## config.mk

```make
export PLATFORM = sky130hd
export DESIGN_NAME = cache_domain_driver
export DESIGN_NICKNAME = d
export VERILOG_FILES = /design/src/rtl/cache_domain_driver_pkg.sv /design/src/rtl/cache_domain_arbiter.sv /design/src/rtl/cache_domain_driver.sv
export SDC_FILE = /design/constraint.sdc
export NUM_CORES = 1
export LEC_CHECK = 0
export ABC_AREA = 1
export CORE_UTILIZATION = 31
export DETAILED_ROUTE_END_ITERATION = 6
export SYNTH_ARGS = -nofsm -noshare
export SYNTH_HDL_FRONTEND = slang
export SYNTH_SLANG_ARGS = --single-unit
export TNS_END_PERCENT = 50
```

## constraint.sdc

```tcl
create_clock -name clk -period 2.54 [get_ports clk]
set_input_delay 0.508 -clock clk [delete_from_list [all_inputs] [get_ports clk]]
set_output_delay 0.508 -clock clk [all_outputs]
set_load 0.01 [all_outputs]
```

## src/rtl/cache_domain_driver_pkg.sv

```systemverilog
//==============================================================================
// Module      : cache_domain_driver_pkg
// Description : Shared constants for the domain driver: way/address widths
//               from the cacheline constants, domain count, FSM encodings.
// Revision    : 1.0
//==============================================================================
`default_nettype none

`ifndef NUM_WAYS
`define NUM_WAYS 8
`endif
`ifndef ADDR_WIDTH
`define ADDR_WIDTH 16
`endif

package cache_domain_driver_pkg;
    localparam int c_num_ways    = `NUM_WAYS;
    localparam int c_addr_width  = `ADDR_WIDTH;
    localparam int c_num_domains = 2;

    localparam int              c_state_w   = 2;
    localparam logic [1:0]      c_st_idle   = 2'd0;
    localparam logic [1:0]      c_st_switch = 2'd1;
    localparam logic [1:0]      c_st_access = 2'd2;
    localparam logic [1:0]      c_st_resp   = 2'd3;
endpackage

`default_nettype wire

```

## src/rtl/cache_domain_arbiter.sv

```systemverilog
//==============================================================================
// Module      : cache_domain_arbiter
// Description : Two-domain grant with a run-length quantum so a busy domain
//               cannot starve the other one.
// Revision    : 1.0
//==============================================================================
`default_nettype none

module cache_domain_arbiter #(
    parameter int QUANTUM = 4
) (
    input  logic clk,
    input  logic reset,
    input  logic i_arb_en,
    input  logic i_d0_valid,
    input  logic i_d1_valid,
    input  logic i_cur_dom,
    input  logic i_dom_loaded,
    output logic o_grant_valid,
    output logic o_grant_dom
);
    localparam int                 c_run_w   = $clog2(QUANTUM + 1);
    localparam logic [c_run_w-1:0] c_quantum = c_run_w'(QUANTUM);

    logic [c_run_w-1:0] r_run_cnt;

    always_comb begin
        o_grant_valid = i_arb_en && (i_d0_valid || i_d1_valid);
        o_grant_dom   = i_d1_valid;
        if (i_d0_valid && i_d1_valid) begin
            if (!i_dom_loaded)
                o_grant_dom = 1'b0;
            else if (r_run_cnt == c_quantum)
                o_grant_dom = ~i_cur_dom;
            else
                o_grant_dom = i_cur_dom;
        end
    end

    // Saturates at QUANTUM so a long solo run still yields at once when contended.
    always_ff @(posedge clk) begin
        if (!reset) begin
            r_run_cnt <= '0;
        end else if (o_grant_valid) begin
            if (o_grant_dom != i_cur_dom)
                r_run_cnt <= c_run_w'(1);
            else if (r_run_cnt != c_quantum)
                r_run_cnt <= r_run_cnt + 1'b1;
        end
    end
endmodule

`default_nettype wire

```

## src/rtl/cache_domain_driver.sv

```systemverilog
//==============================================================================
// Module      : cache_domain_driver
// Description : Request-side driver for the partitioned PLRU cacheline; inserts
//               domain switches, returns hit/miss and keeps per-domain stats.
// Revision    : 1.0
//==============================================================================
`default_nettype none

module cache_domain_driver
    import cache_domain_driver_pkg::*;
#(
    parameter int NUM_WAYS   = c_num_ways,
    parameter int ADDR_WIDTH = c_addr_width,
    parameter int QUANTUM    = 4,
    parameter int CNT_W      = 16
) (
    input  logic                  clk,
    input  logic                  reset,
    input  logic                  cfg_we,
    input  logic                  cfg_dom,
    input  logic [NUM_WAYS-1:0]   cfg_hitmap,
    input  logic                  d0_valid,
    input  logic [ADDR_WIDTH-1:0] d0_addr,
    output logic                  d0_ready,
    input  logic                  d1_valid,
    input  logic [ADDR_WIDTH-1:0] d1_addr,
    output logic                  d1_ready,
    output logic                  os_req,
    output logic [NUM_WAYS-1:0]   hitmap,
    output logic                  user_req,
    output logic [ADDR_WIDTH-1:0] addr,
    input  logic                  hit,
    output logic                  rsp_valid,
    output logic                  rsp_dom,
    output logic                  rsp_hit,
    input  logic                  stat_dom,
    output logic [CNT_W-1:0]      stat_hits,
    output logic [CNT_W-1:0]      stat_misses
);
    logic [c_state_w-1:0]  r_state;
    logic [c_state_w-1:0]  w_state_nxt;
    logic                  r_g;
    logic                  r_cur_dom;
    logic                  r_dom_loaded;
    logic [ADDR_WIDTH-1:0] r_addr;
    logic [NUM_WAYS-1:0]   r_hitmap_reg [c_num_domains];
    logic [CNT_W-1:0]      r_hits       [c_num_domains];
    logic [CNT_W-1:0]      r_misses     [c_num_domains];

    logic w_arb_en;
    logic w_grant_valid;
    logic w_grant_dom;
    logic w_eff_dom;
    logic w_cfg_unload;

    assign w_arb_en = (r_state == c_st_idle) && reset;

    cache_domain_arbiter #(
        .QUANTUM (QUANTUM)
    ) u_arbiter (
        .clk           (clk),
        .reset         (reset),
        .i_arb_en      (w_arb_en),
        .i_d0_valid    (d0_valid),
        .i_d1_valid    (d1_valid),
        .i_cur_dom     (r_cur_dom),
        .i_dom_loaded  (r_dom_loaded),
        .o_grant_valid (w_grant_valid),
        .o_grant_dom   (w_grant_dom)
    );

    always_comb begin
        w_state_nxt = r_state;
        case (r_state)
            c_st_idle: begin
                if (w_grant_valid)
                    w_state_nxt = (!r_dom_loaded || (w_grant_dom != r_cur_dom)) ? c_st_switch : c_st_access;
            end
            c_st_switch: w_state_nxt = c_st_access;
            c_st_access: w_state_nxt = c_st_resp;
            c_st_resp:   w_state_nxt = c_st_idle;
            default:     w_state_nxt = c_st_idle;
        endcase
    end

    assign d0_ready    = w_grant_valid && !w_grant_dom;
    assign d1_ready    = w_grant_valid &&  w_grant_dom;
    assign os_req      = (r_state == c_st_switch);
    assign hitmap      = os_req ? r_hitmap_reg[r_g] : '0;
    assign user_req    = (r_state == c_st_access);
    assign addr        = r_addr;
    assign rsp_valid   = (r_state == c_st_resp);
    assign rsp_dom     = rsp_valid && r_g;
    assign rsp_hit     = rsp_valid && hit;
    assign stat_hits   = r_hits[stat_dom];
    assign stat_misses = r_misses[stat_dom];

    // During SWITCH the domain being loaded is the one a config write can invalidate.
    assign w_eff_dom    = (r_state == c_st_switch) ? r_g : r_cur_dom;
    assign w_cfg_unload = cfg_we && (cfg_dom == w_eff_dom);

    always_ff @(posedge clk) begin
        if (!reset) begin
            r_state      <= c_st_idle;
            r_g          <= 1'b0;
            r_cur_dom    <= 1'b0;
            r_dom_loaded <= 1'b0;
            r_addr       <= '0;
            for (int i = 0; i < c_num_domains; i++) begin
                r_hitmap_reg[i] <= '0;
                r_hits[i]       <= '0;
                r_misses[i]     <= '0;
            end
        end else begin
            r_state <= w_state_nxt;
            if (w_grant_valid) begin
                r_g    <= w_grant_dom;
                r_addr <= w_grant_dom ? d1_addr : d0_addr;
            end
            if (r_state == c_st_switch)
                r_cur_dom <= r_g;
            if (cfg_we)
                r_hitmap_reg[cfg_dom] <= cfg_hitmap;
            if (w_cfg_unload)
                r_dom_loaded <= 1'b0;
            else if (r_state == c_st_switch)
                r_dom_loaded <= 1'b1;
            if (rsp_valid) begin
                if (hit) begin
                    if (r_hits[r_g] != '1)
                        r_hits[r_g] <= r_hits[r_g] + 1'b1;
                end else begin
                    if (r_misses[r_g] != '1)
                        r_misses[r_g] <= r_misses[r_g] + 1'b1;
                end
            end
        end
    end
endmodule

`default_nettype wire

```

# ---- Yosys cells after proc, flatten, opt, wreduce, memory -nomap -nowiden
# Memory sizes are Yosys's and may differ from the RTL's. A register that Yosys moved wholly into a read port is not among the register bits.
# Index checks and enable logic that the tools add are counted.
dict set report classes {
  reduce_logical 19
  bitwise_logic 2
  eq_ne 10
  muxes 40
  add_sub_neg 3
}
# operator n
set op_table {}
lappend op_table {{$mux 16} 3}
lappend op_table {{$add 16x1->16 const B} 2}
lappend op_table {{$ne 16x16->1 const B} 2}
lappend op_table {{$reduce_or 16->1} 2}
lappend op_table {{$mux 1} 30}
lappend op_table {{$mux 8} 2}
lappend op_table {{$logic_and 1x1->1} 8}
lappend op_table {{$pmux 2 s4} 1}
lappend op_table {{$reduce_or 8->1} 1}
lappend op_table {{$mux 3} 2}
lappend op_table {{$eq 2x2->1 const B} 2}
lappend op_table {{$mux 2} 2}
lappend op_table {{$add 3x1->3 const B} 1}
lappend op_table {{$eq 3x3->1 const B} 1}
lappend op_table {{$ne 3x3->1 const B} 1}
lappend op_table {{$eq 2x1->1 const B} 1}
lappend op_table {{$logic_not 1->1} 2}
lappend op_table {{$logic_not 2->1} 1}
lappend op_table {{$logic_or 1x1->1} 2}
lappend op_table {{$ne 2x2->1 const B} 1}
lappend op_table {{$not 1->1} 2}
lappend op_table {{$reduce_and 2->1} 1}
lappend op_table {{$reduce_bool 2->1} 1}
lappend op_table {{$reduce_or 2->1} 1}
lappend op_table {{2 further kinds} 2}
dict set report word_totals {
  mem_count 3
  regBits 24
  ramBits 80
  input_bits 48
  word_cells 83
  out_inout_bits 63
}
# memory depth width rd rd_ports_with_merged_regs write_ports line
set memory_table {}
lappend memory_table {r_hits 2 16 2 1 2 cache_domain_driver.sv:47} ;# logic [CNT_W-1:0] r_hits [c_num_domains];
lappend memory_table {r_misses 2 16 2 1 2 cache_domain_driver.sv:48} ;# logic [CNT_W-1:0] r_misses [c_num_domains];
lappend memory_table {r_hitmap_reg 2 8 1 1 2 cache_domain_driver.sv:46} ;# logic [NUM_WAYS-1:0] r_hitmap_reg [c_num_domains];

# ---- Logic depth before layout (Yosys ltp)
dict set report depth {
  word_depth 9
  depth_mapped 15
}

# ---- Cells and area by module
# A second synthesis with hierarchy kept.
dict set report unflattened {
  hier_cells 774
  hier_area_um2 6160.9
}
# module area_per_inst_um2 seq_area_each_um2 n_inst cells_each
set by_module_without_submodules {}
lappend by_module_without_submodules {cache_domain_driver 5889.4 2842.7 1 736}
lappend by_module_without_submodules {cache_domain_arbiter 271.5 60.1 1 38}

# ---- Worst setup path before layout
# No wires, ideal clock.
dict set report synth_path {
  kind {register to register}
  from {register (tool-made name)}
  to {memory r_hits[1][0] (enable)}
  t_required_ps 2206
  setup_slack_ps -43
  path_stages_with_launch 15
  path_buffers 4
  setup_ps 334
  t_arrival_ps 2249
  period_less_slack_ps 2583
  cell_sequence {dfxtp_1 > buf_6 > buf_8 > buf_6 > o21ai_1 > inv_1 > ha_1 > nand3_1 > nor2_4 > nand2_1 > nor2_2 > nor2_4 > nand4_4 > buf_8 > nand2_2}
}
# element line
set synth_lines {}
lappend synth_lines {{end: declaration} cache_domain_driver.sv:47}

==> metrics.yaml <==
comb_power_share_pct: 30.7
rsz0062_at_grt: "no"
synth_top_family_by_area: "simple AND/OR/NAND/NOR gates"
cp.required_ns: 2.03
cellPowerDensity_mw_per_mm2: 665
grt-ovfl-total: 0
layout.nets: 939
via_per_inst: 4.40
grt_usage_pct: 14.8
post-place-cells: 1132
vias: 5044
timing.max_cap.violations: 0
cts_htree_levels: 3
path_clk_slew_ns: 0.07
grt_max_degree: 35
cpLargestDelayFamily: "buffers and inverters"
dp_hpwl_um: 10400
setup_tns_ns: 0
synthAdderAreaFrac_pct: 1.85
fp.coreArea_mm2: 0.0190
muxShareOfSynthArea_pct: 0.185
numClockSinks: 105
ant_nets: 0
outcome: "finished, final reports clean"
finalCriticalPeriod_ns: 2.42
slew_viol_final: 0
largestRegisters: "r_hits (32), r_misses (32)"
syn_area_mm2: 0.00609
max_freq_mhz: 413
dieArea_mm2: 0.0202
grt_pass1_wl_um: 23600
clockBufferDepth: 2
synth_xor_area_share_pct: 3.31
cpMostUsedCell: "nor2_1"
start_util_pct: 32.1
area_growth_pct: 29.7
syn_avg_cell_area_um2: 7.93
synthSimpleGateAreaFrac_pct: 30.0
diodes: 0
drc: 0
io_buffer_count: 110
clkLatencyLatePin_ns: 0.35
critPathMaxStageDelay_ns: 0.57
first_iter_violations: 239
grt_pass1_vias: 4898
final_cells: 1147
synth_edf_count: 80
switching_power_w: 0.00166
wire_per_inst_um: 12.4
cts-hold-fix-buffers: 0
dieHeight_um: 142
setup_viol: 0
io_pins: 111
fin_util_pct: 41.7
worstMarginPinSlew_ns: 0.431
relSlewSlack_pct: 71.3
ys_types: 38
end_kind: "output port"
synth_compound_area_share_pct: 7.25
worst-path-buf-inv: 3
holdWs_ns: 0.536
antenna_found_initial: 0
fin_ws_ns: 0.118
synth_nets: 825
crit_chain: "buf_12 > inv_6 > nor2_1 > nor2_1 > clkdlybuf4s50_1"
power_leakage_nw: 3.28
die_width_um: 142
rows: 50
critPathMaxFanout: 26
async_flop_share_pct: 0
clkPwrFrac_pct: 29.3
ys_seq_area_share_pct: 47.6
cts_buffers: 9
synth.ff_latch_count: 105
pre_cts_ws_ns: 0.0264
place_congestion: 0.842
arrival_ns: 1.91
power.internal_w: 0.00359
cts_tree: "built"
slowest_stage: "clkdlybuf4s50_1"
min-delay-path-class: "register to register"
critPathKind: "register to output port"
finalHoldViolCount: 0
netSwitchingFraction_pct: 31.6
post-route-period-util_pct: 95.3
syn_inst: 768
synth_flop_cell: "edfxtp_1"
seqPwrFrac_pct: 40.0
clock_skew_ns: 0.00929
drive_gt1_share_pct: 11.3
critPathLaunchType: "register"
first_pass_iters: 5
yosysWarnings: 0
cts-root-buf: "clkbuf_16"
vdd_ir_drop_max_uv: 343
wl_um: 14200
==> final cells by class <==
| type | count | area [um^2] |
|---|---|---|
| well taps | 260 | 325 |
| repair buffers | 133 | 1340 |
| multi-input cells | 533 | 2620 |
| inverters | 100 | 380 |
| clock inverters | 2 | 38.8 |
| flip-flops and latches | 105 | 2900 |
| fillers | 1945 | 11100 |
| clock buffers | 14 | 294 |
==> cell usage after synthesis (2+ instances only) <==
cell type  count  share of area [%]
a21oi_1        4               0.33
nand2_1      223                 14
inv_1         96                5.9
nor2_1       114                7.0
nand2_2        8               0.82
edfxtp_1      80                 39
o21ai_2       11                1.6
buf_4          4               0.49
o21ai_1       13                1.1
buf_2          5               0.41
o21ai_0       43                3.5
buf_6          5               0.92
inv_2          3               0.18
nand3_4        2               0.58
clkbuf_1      11               0.68
nand4_1        4               0.41
xnor2_1        9                1.3
a211oi_1       2               0.25
xor2_1        14                2.0
nor2_2        24                2.5
nor2_4         2               0.37
dfxtp_1       25                8.2
buf_8          4               0.99
nand4_4        2               0.70
nand3_1       39                3.2
ha_1           9                1.8
==> logic make-up after synthesis <==
group           after synthesis
buf+inv                     130
simple gates                423
xor+xnor                     23
mux                           1
flops                       105
compound gates               77
fa+ha+maj                     9
==> per-stage QoR <==
step | power, W | instance area (um^2)
floorplan | 0.00312 | 6100
global placement | 0.00374 | 7560
detailed placement | 0.00375 | 7560
CTS | 0.00531 | 7890
global route | 0.00557 | 7900
finish | 0.00526 | 7900
==> worst min-delay path: cells and delay by family (launching register included) <==
kind / cells / cell delay (ns)
simple gates: 1 / 0.08
compound gates: 1 / 0.08
flops: 1 / 0.33
==> routing by layer <==
layer  up-vias  GRT usage [%]  part of all wire [%]
li1       2651              -                     -
met1      2266           19.1                    47
met2       117           24.5                    46
met3        10           3.33                   6.2
met4         0           4.58                   1.1
met5         -              0                     0
==> cell usage in the layout (no fill, tap or decap), types with 6 or more instances in the layout <==
master           count
dfxtp_1             24
o21ai_1             13
nor2_1             114
nand2_2              6
clkbuf_16           11
o21ai_2             11
nand3_1             39
xnor2_1              9
edfxtp_1            80
xor2_1              14
nor2_2              24
o21ai_0             43
nand2_1            223
ha_1                 7
inv_1               96
clkdlybuf4s50_1    107
buf_12               6
buf_4               17
==> worst paths after layout <==
| kind | start | to | slack (ns) | depth (start not counted) |
|---|---|---|---|---|
| setup / recovery | register | hitmap[1] | 0.12 | 5 |
| setup reg to reg | register | r_misses[1][9] | 0.25 | 10 |
| hold reg to reg | u_arbiter.r_run_cnt[1] | u_arbiter.r_run_cnt[1] | 0.54 | 2 |
| hold / removal | u_arbiter.r_run_cnt[1] | u_arbiter.r_run_cnt[1] | 0.54 | 2 |
==> power by group through the flow <==
stage / clock network (W) / registers (W) / logic (W)
after CTS: 0.00159 / 0.00210 / 0.00162
after global routing: 0.00164 / 0.00212 / 0.00181
after floorplan: 0 / 0.00212 / 0.00100
after detailed placement: 0 / 0.00214 / 0.00162
after global placement: 0 / 0.00213 / 0.00160
final: 0.00154 / 0.00210 / 0.00161
==> repair_timing <==
item                                    in CTS  in global routing
resized for setup                            4                  3
endpoints found under the setup margin      10                 15
setup buffers                                0                  0
Note: power is estimated with default switching activity, not from simulation.
